===== config.mk =====
export PLATFORM = sky130hd
export DESIGN_NAME = pc_fetch_unit
export DESIGN_NICKNAME = d
export VERILOG_FILES = /design/src/rtl/pc_fetch_unit_pkg.sv /design/src/rtl/pc_fetch_unit_next_pc_sel.sv /design/src/rtl/pc_fetch_unit.sv
export SDC_FILE = /design/constraint.sdc
export NUM_CORES = 1
export LEC_CHECK = 0
export CORE_ASPECT_RATIO = 1.5
export CORE_MARGIN = 3
export CORE_UTILIZATION = 39
export DETAILED_ROUTE_END_ITERATION = 10
export HOLD_SLACK_MARGIN = 0.02
export PLACE_DENSITY_LB_ADDON = 0.08
export SLEW_MARGIN = 25
export SYNTH_ARGS = -nofsm -noshare
export SYNTH_HDL_FRONTEND = slang
export SYNTH_SLANG_ARGS = --single-unit

===== constraint.sdc =====
create_clock -name clk -period 2 [get_ports clk]
set_input_delay 0.3 -clock clk [delete_from_list [all_inputs] [get_ports clk]]
set_output_delay 0.3 -clock clk [all_outputs]
set_load 0.05 [all_outputs]

===== src/rtl/pc_fetch_unit_pkg.sv =====
// Shared encodings for the fetch path: next-PC select codes (also driven by the
// branch control stage) and the fetch FSM state enum.
package pc_fetch_unit_pkg;

   localparam logic [1:0] BR_ALU_OUT = 2'b00;
   localparam logic [1:0] BR_PC_IMM  = 2'b01;
   localparam logic [1:0] BR_PC_4    = 2'b10;

   typedef enum logic [2:0] {
      ST_BOOT = 3'd0,
      ST_REQ  = 3'd1,
      ST_WAIT = 3'd2,
      ST_HOLD = 3'd3,
      ST_HALT = 3'd4
   } fetch_state_t;

endpackage


===== src/rtl/pc_fetch_unit_next_pc_sel.sv =====
// Combinational next-PC mux plus alignment check of the selected target.
module next_pc_sel
   import pc_fetch_unit_pkg::*;
#(
   parameter int XLEN = 32
) (
   input  logic [1:0]      branch_ctrl,
   input  logic [XLEN-1:0] alu_out,
   input  logic [XLEN-1:0] pc_imm,
   input  logic [XLEN-1:0] pc_plus4,
   output logic [XLEN-1:0] next_pc,
   output logic            misaligned
);

   // JALR target drops bit 0, so that bit of alu_out is intentionally unused.
   logic unused_alu_bit0;
   assign unused_alu_bit0 = alu_out[0];

   always_comb begin
      next_pc = pc_plus4;
      case (branch_ctrl)
         BR_ALU_OUT: next_pc = {alu_out[XLEN-1:1], 1'b0};
         BR_PC_IMM:  next_pc = pc_imm;
         default:    next_pc = pc_plus4;
      endcase
   end

   assign misaligned = |next_pc[1:0];

endmodule


===== src/rtl/pc_fetch_unit.sv =====
// Instruction fetch unit: one outstanding fetch at a time, holds the fetched
// instruction until retired, then steers the PC; halts on a misaligned target.
//
// Handshakes: imem_req/imem_gnt is valid/ready (request and address held stable
// until gnt); imem_rvalid is only honoured in WAIT; inst_valid/inst_ready is
// valid/ready with inst stable while valid and ready low.
module pc_fetch_unit
   import pc_fetch_unit_pkg::*;
#(
   parameter int              XLEN     = 32,
   parameter logic [XLEN-1:0] RESET_PC = '0
) (
   input  logic            clk,
   input  logic            rst,
   input  logic [1:0]      branch_ctrl,
   input  logic [XLEN-1:0] alu_out,
   input  logic [XLEN-1:0] pc_imm,
   output logic [XLEN-1:0] pc,
   output logic [XLEN-1:0] pc_plus4,
   output logic            imem_req,
   output logic [XLEN-1:0] imem_addr,
   input  logic            imem_gnt,
   input  logic            imem_rvalid,
   input  logic [XLEN-1:0] imem_rdata,
   output logic [XLEN-1:0] inst,
   output logic            inst_valid,
   input  logic            inst_ready,
   output logic            misalign_err,
   output logic [2:0]      fsm_state
);

   fetch_state_t    state;
   fetch_state_t    state_next;
   logic [XLEN-1:0] pc_q;
   logic [XLEN-1:0] inst_q;
   logic            err_q;
   logic [XLEN-1:0] next_pc;
   logic            next_misaligned;
   logic            retire;

   assign pc_plus4  = pc_q + XLEN'(4);
   assign pc        = pc_q;
   assign imem_addr = pc_q;
   assign inst      = inst_q;
   assign misalign_err = err_q;
   assign fsm_state = state;
   assign retire    = (state == ST_HOLD) && inst_ready;

   next_pc_sel #(.XLEN(XLEN)) u_next_pc_sel (
      .branch_ctrl (branch_ctrl),
      .alu_out     (alu_out),
      .pc_imm      (pc_imm),
      .pc_plus4    (pc_plus4),
      .next_pc     (next_pc),
      .misaligned  (next_misaligned)
   );

   always_ff @(posedge clk) begin
      if (rst) begin
         state <= ST_BOOT;
      end else begin
         state <= state_next;
      end
   end

   always_comb begin
      state_next = state;
      case (state)
         ST_BOOT: state_next = ST_REQ;
         ST_REQ:  if (imem_gnt)    state_next = ST_WAIT;
         ST_WAIT: if (imem_rvalid) state_next = ST_HOLD;
         ST_HOLD: if (inst_ready)  state_next = next_misaligned ? ST_HALT : ST_REQ;
         ST_HALT: state_next = ST_HALT;
         default: state_next = ST_BOOT;
      endcase
   end

   always_comb begin
      imem_req   = 1'b0;
      inst_valid = 1'b0;
      case (state)
         ST_REQ:  imem_req   = 1'b1;
         ST_HOLD: inst_valid = 1'b1;
         default: ;
      endcase
   end

   // A misaligned target leaves pc pointing at the instruction that produced it.
   always_ff @(posedge clk) begin
      if (rst) begin
         pc_q   <= RESET_PC;
         inst_q <= '0;
         err_q  <= 1'b0;
      end else begin
         if ((state == ST_WAIT) && imem_rvalid) begin
            inst_q <= imem_rdata;
         end
         if (retire) begin
            if (next_misaligned) begin
               err_q <= 1'b1;
            end else begin
               pc_q <= next_pc;
            end
         end
      end
   end

endmodule

==> impl_metrics.toml <==
[timing]
fin_crit_ns = 2.249
layout_setup_ws_ns = -0.2485
worstMarginPinSlew_ns = 0.5381
setup_viol = 26
period_share = 1.124
max_slew_margin = 0.6401
rsz0062_at_grt = "yes"
holdWs_ns = 0.2500
clock_skew_ns = 0.01055
finalSetupTns_ns = -3.665
fmax_mhz = 444.7
hold_violations = 0
drv_slew = 0

[global_routing]
overflow = 0
grt_start_max_net_pins = 50
grt_pass1_wl_um = 25850
grt_antenna_before_repair = 1
grt_pass1_vias = 5268
grt_usage = 0.2618

[critical_path]
r2r-start = "imem_addr[15]"
crit_path_top_delay_cell = "dfxtp_4"
crit_fanout = 8
cp_slowest_stage_delay_ns = 0.38
path_cells = "nand3_4 -> nor4_4 -> buf_6 -> nand4_1 -> buf_6 -> xnor2_4 -> buf_12"
crit_type = "flip-flop to primary output"
worstPathArrival_ns = 1.95
critPathRequiredTime_ns = 1.70
crit_start = "imem_addr[15]"
critPathMostFrequentCell = "buf_6"
critPathLaunchType = "flip-flop"
cp-end-kind = "primary output"

[job]
max-cap-violations = 0

[cts]
cts_buffers = 9
cts_tree = "done"
h-tree-depth = 3
clk_pin_slew_ns = 0.06
clockBufferDepth = 2
cts.sinks = 68
clk-insertion-delay-late_ns = 0.34
cts_root_buffer = "clkbuf_16"

[status]
violations = "setup timing"
run_status = "complete, but fails checks"

[pwr]
ir_worst_vdd_mv = 0.4349
leakage_nw = 3.872
p_total_mw = 3.781
p_per_area_nw_per_um2 = 433.5

[drt]
wl_per_cell_um = 18.40
vias = 5278
routed_via_density = 5.375
ant_nets = 0
drt_pass1_iterations = 5
drt_iter0_drc = 365
drt-total-wl_um = 18070
post-route-drc-count = 0

[layout]
layout_commonest_cell = "clkdlybuf4s50_1"
nets = 936
final_area_um2 = 8721
syn2layout_area_growth_pct = 105.1
final_cell_mix = "166 x clkdlybuf4s50_1, 110 x buf_4, 96 x nand2_1"
drive_above_1_share = 0.3429

[die]
die_x_um = 91.27
rows = 46
pin_count = 237
dieArea_um2 = 12220
fp.coreArea_um2 = 10590
initial_utilization = 0.4016
die_y_um = 133.9

[yosys]
syn_inst = 540
synth_seq_cells = 68
avgSynthCellArea_um2 = 7.876
synth-edff-count = 0
async_reset_ff_frac = 0
synth_fp_nets = 644
yosys_warnings = 0
ys.flop_type = "dfxtp_1"
yosysSeqAreaShare = 0.3201
syn_area_um2 = 4253
ys_types = 64

[worst_hold_path]
hold_path_startpoint = "rst"
hold_path.class = "input pin to flip-flop"

[placed_design]
post_dp_cell_area_um2 = 7567
hpwl_um = 11860
io_buffer_count = 235
place.gp.congestion = 0.8803
==> power by group <==
part | switching [mW] | total (mW) | internal, mW | leakage [nW]
Sequential | 0.0220 | 1.37 | 1.35 | 0.571
Combinational | 0.373 | 0.744 | 0.370 | 3.15
Clock | 0.652 | 1.66 | 1.01 | 0.155
==> logic make-up after synthesis <==
family,Yosys count,share of synthesized area
flip-flops,68,0.3201
AO/OA/AOI/OAI,116,0.1715
AND/OR/NAND/NOR,210,0.2610
adder cells (fa/ha/maj),1,0.002942
XOR/XNOR,28,0.05766
buffers and inverters,85,0.1094
multiplexers,32,0.07737
==> metal layers <==
layer,part of all wire,track usage,vias up
met5,0,0,-
met3,0.074,0.06902,53
li1,-,-,2452
met1,0.34,0.2600,2509
met2,0.55,0.5014,264
met4,0.032,0.1166,0
==> cells in the mapped netlist, drive strengths merged, types with 3 or more instances <==
master | count | share of area
a211oi | 3 | 0.0053
a21oi | 61 | 0.072
a31oi | 6 | 0.0088
and2 | 3 | 0.0044
and3 | 7 | 0.010
buf | 48 | 0.077
clkbuf | 25 | 0.022
dfxtp | 68 | 0.32
inv | 12 | 0.011
mux2 | 7 | 0.019
mux2i | 25 | 0.059
nand2 | 101 | 0.089
nand3 | 32 | 0.047
nand4 | 8 | 0.020
nor2 | 19 | 0.022
nor3 | 16 | 0.021
nor4 | 3 | 0.0059
o211ai | 10 | 0.020
o21ai | 12 | 0.014
o32ai | 3 | 0.0062
or4 | 6 | 0.011
xnor2 | 23 | 0.047
xor2 | 5 | 0.010
==> worst paths after layout <==
check                        to  slack (ns)  depth (start not counted)
setup / recovery   pc_plus4[28]       -0.25                          7
hold / removal    imem_addr[30]        0.25                          2
setup reg to reg  imem_addr[20]       -0.07                          8
hold reg to reg        inst[15]        0.45                          2
==> repair_timing <==
item                       in CTS  in global routing
hold buffers                    0                  0
resized for setup              44                 55
buffers inserted               35                 20
pin swaps                      33                 27
setup endpoints to repair      22                 43
==> per-stage QoR <==
stage	worst slack [ns]	cells	util
6_report	-0.2485	982	0.8235
5_1_grt	-0.2968	982	0.8235
4_1_cts	-0.1768	962	0.7866
3_5_place_dp	-0.1586	911	0.7146
3_3_place_gp	-0.1331	911	0.7146
2_1_floorplan	-0.1205	540	-
==> registers in the layout, indices dropped and copies added, names as in the netlist <==
| register | flops |
|---|---|
| imem_addr | 32 |
| misalign_err | 1 |
| fsm_state | 3 |
| inst | 32 |
==> worst max-delay path: cells and delay by family, from the launching register on <==
kind	cells	cell delay [ns]
buffers and inverters	3	0.49
XOR/XNOR	1	0.17
flip-flops	1	0.38
AND/OR/NAND/NOR	3	0.56
==> layout make-up <==
cell class,instances,area (um2)
Antenna cell,1,2.502
Clock buffer,10,239.0
Clock inverter,6,66.31
Fill cell,663,1869
Inverter,12,45.04
Multi-Input combinational cell,387,3088
Sequential cell,68,1456
Tap cell,144,180.2
Timing Repair Buffer,354,3643
(Power assumes the default switching activity.)
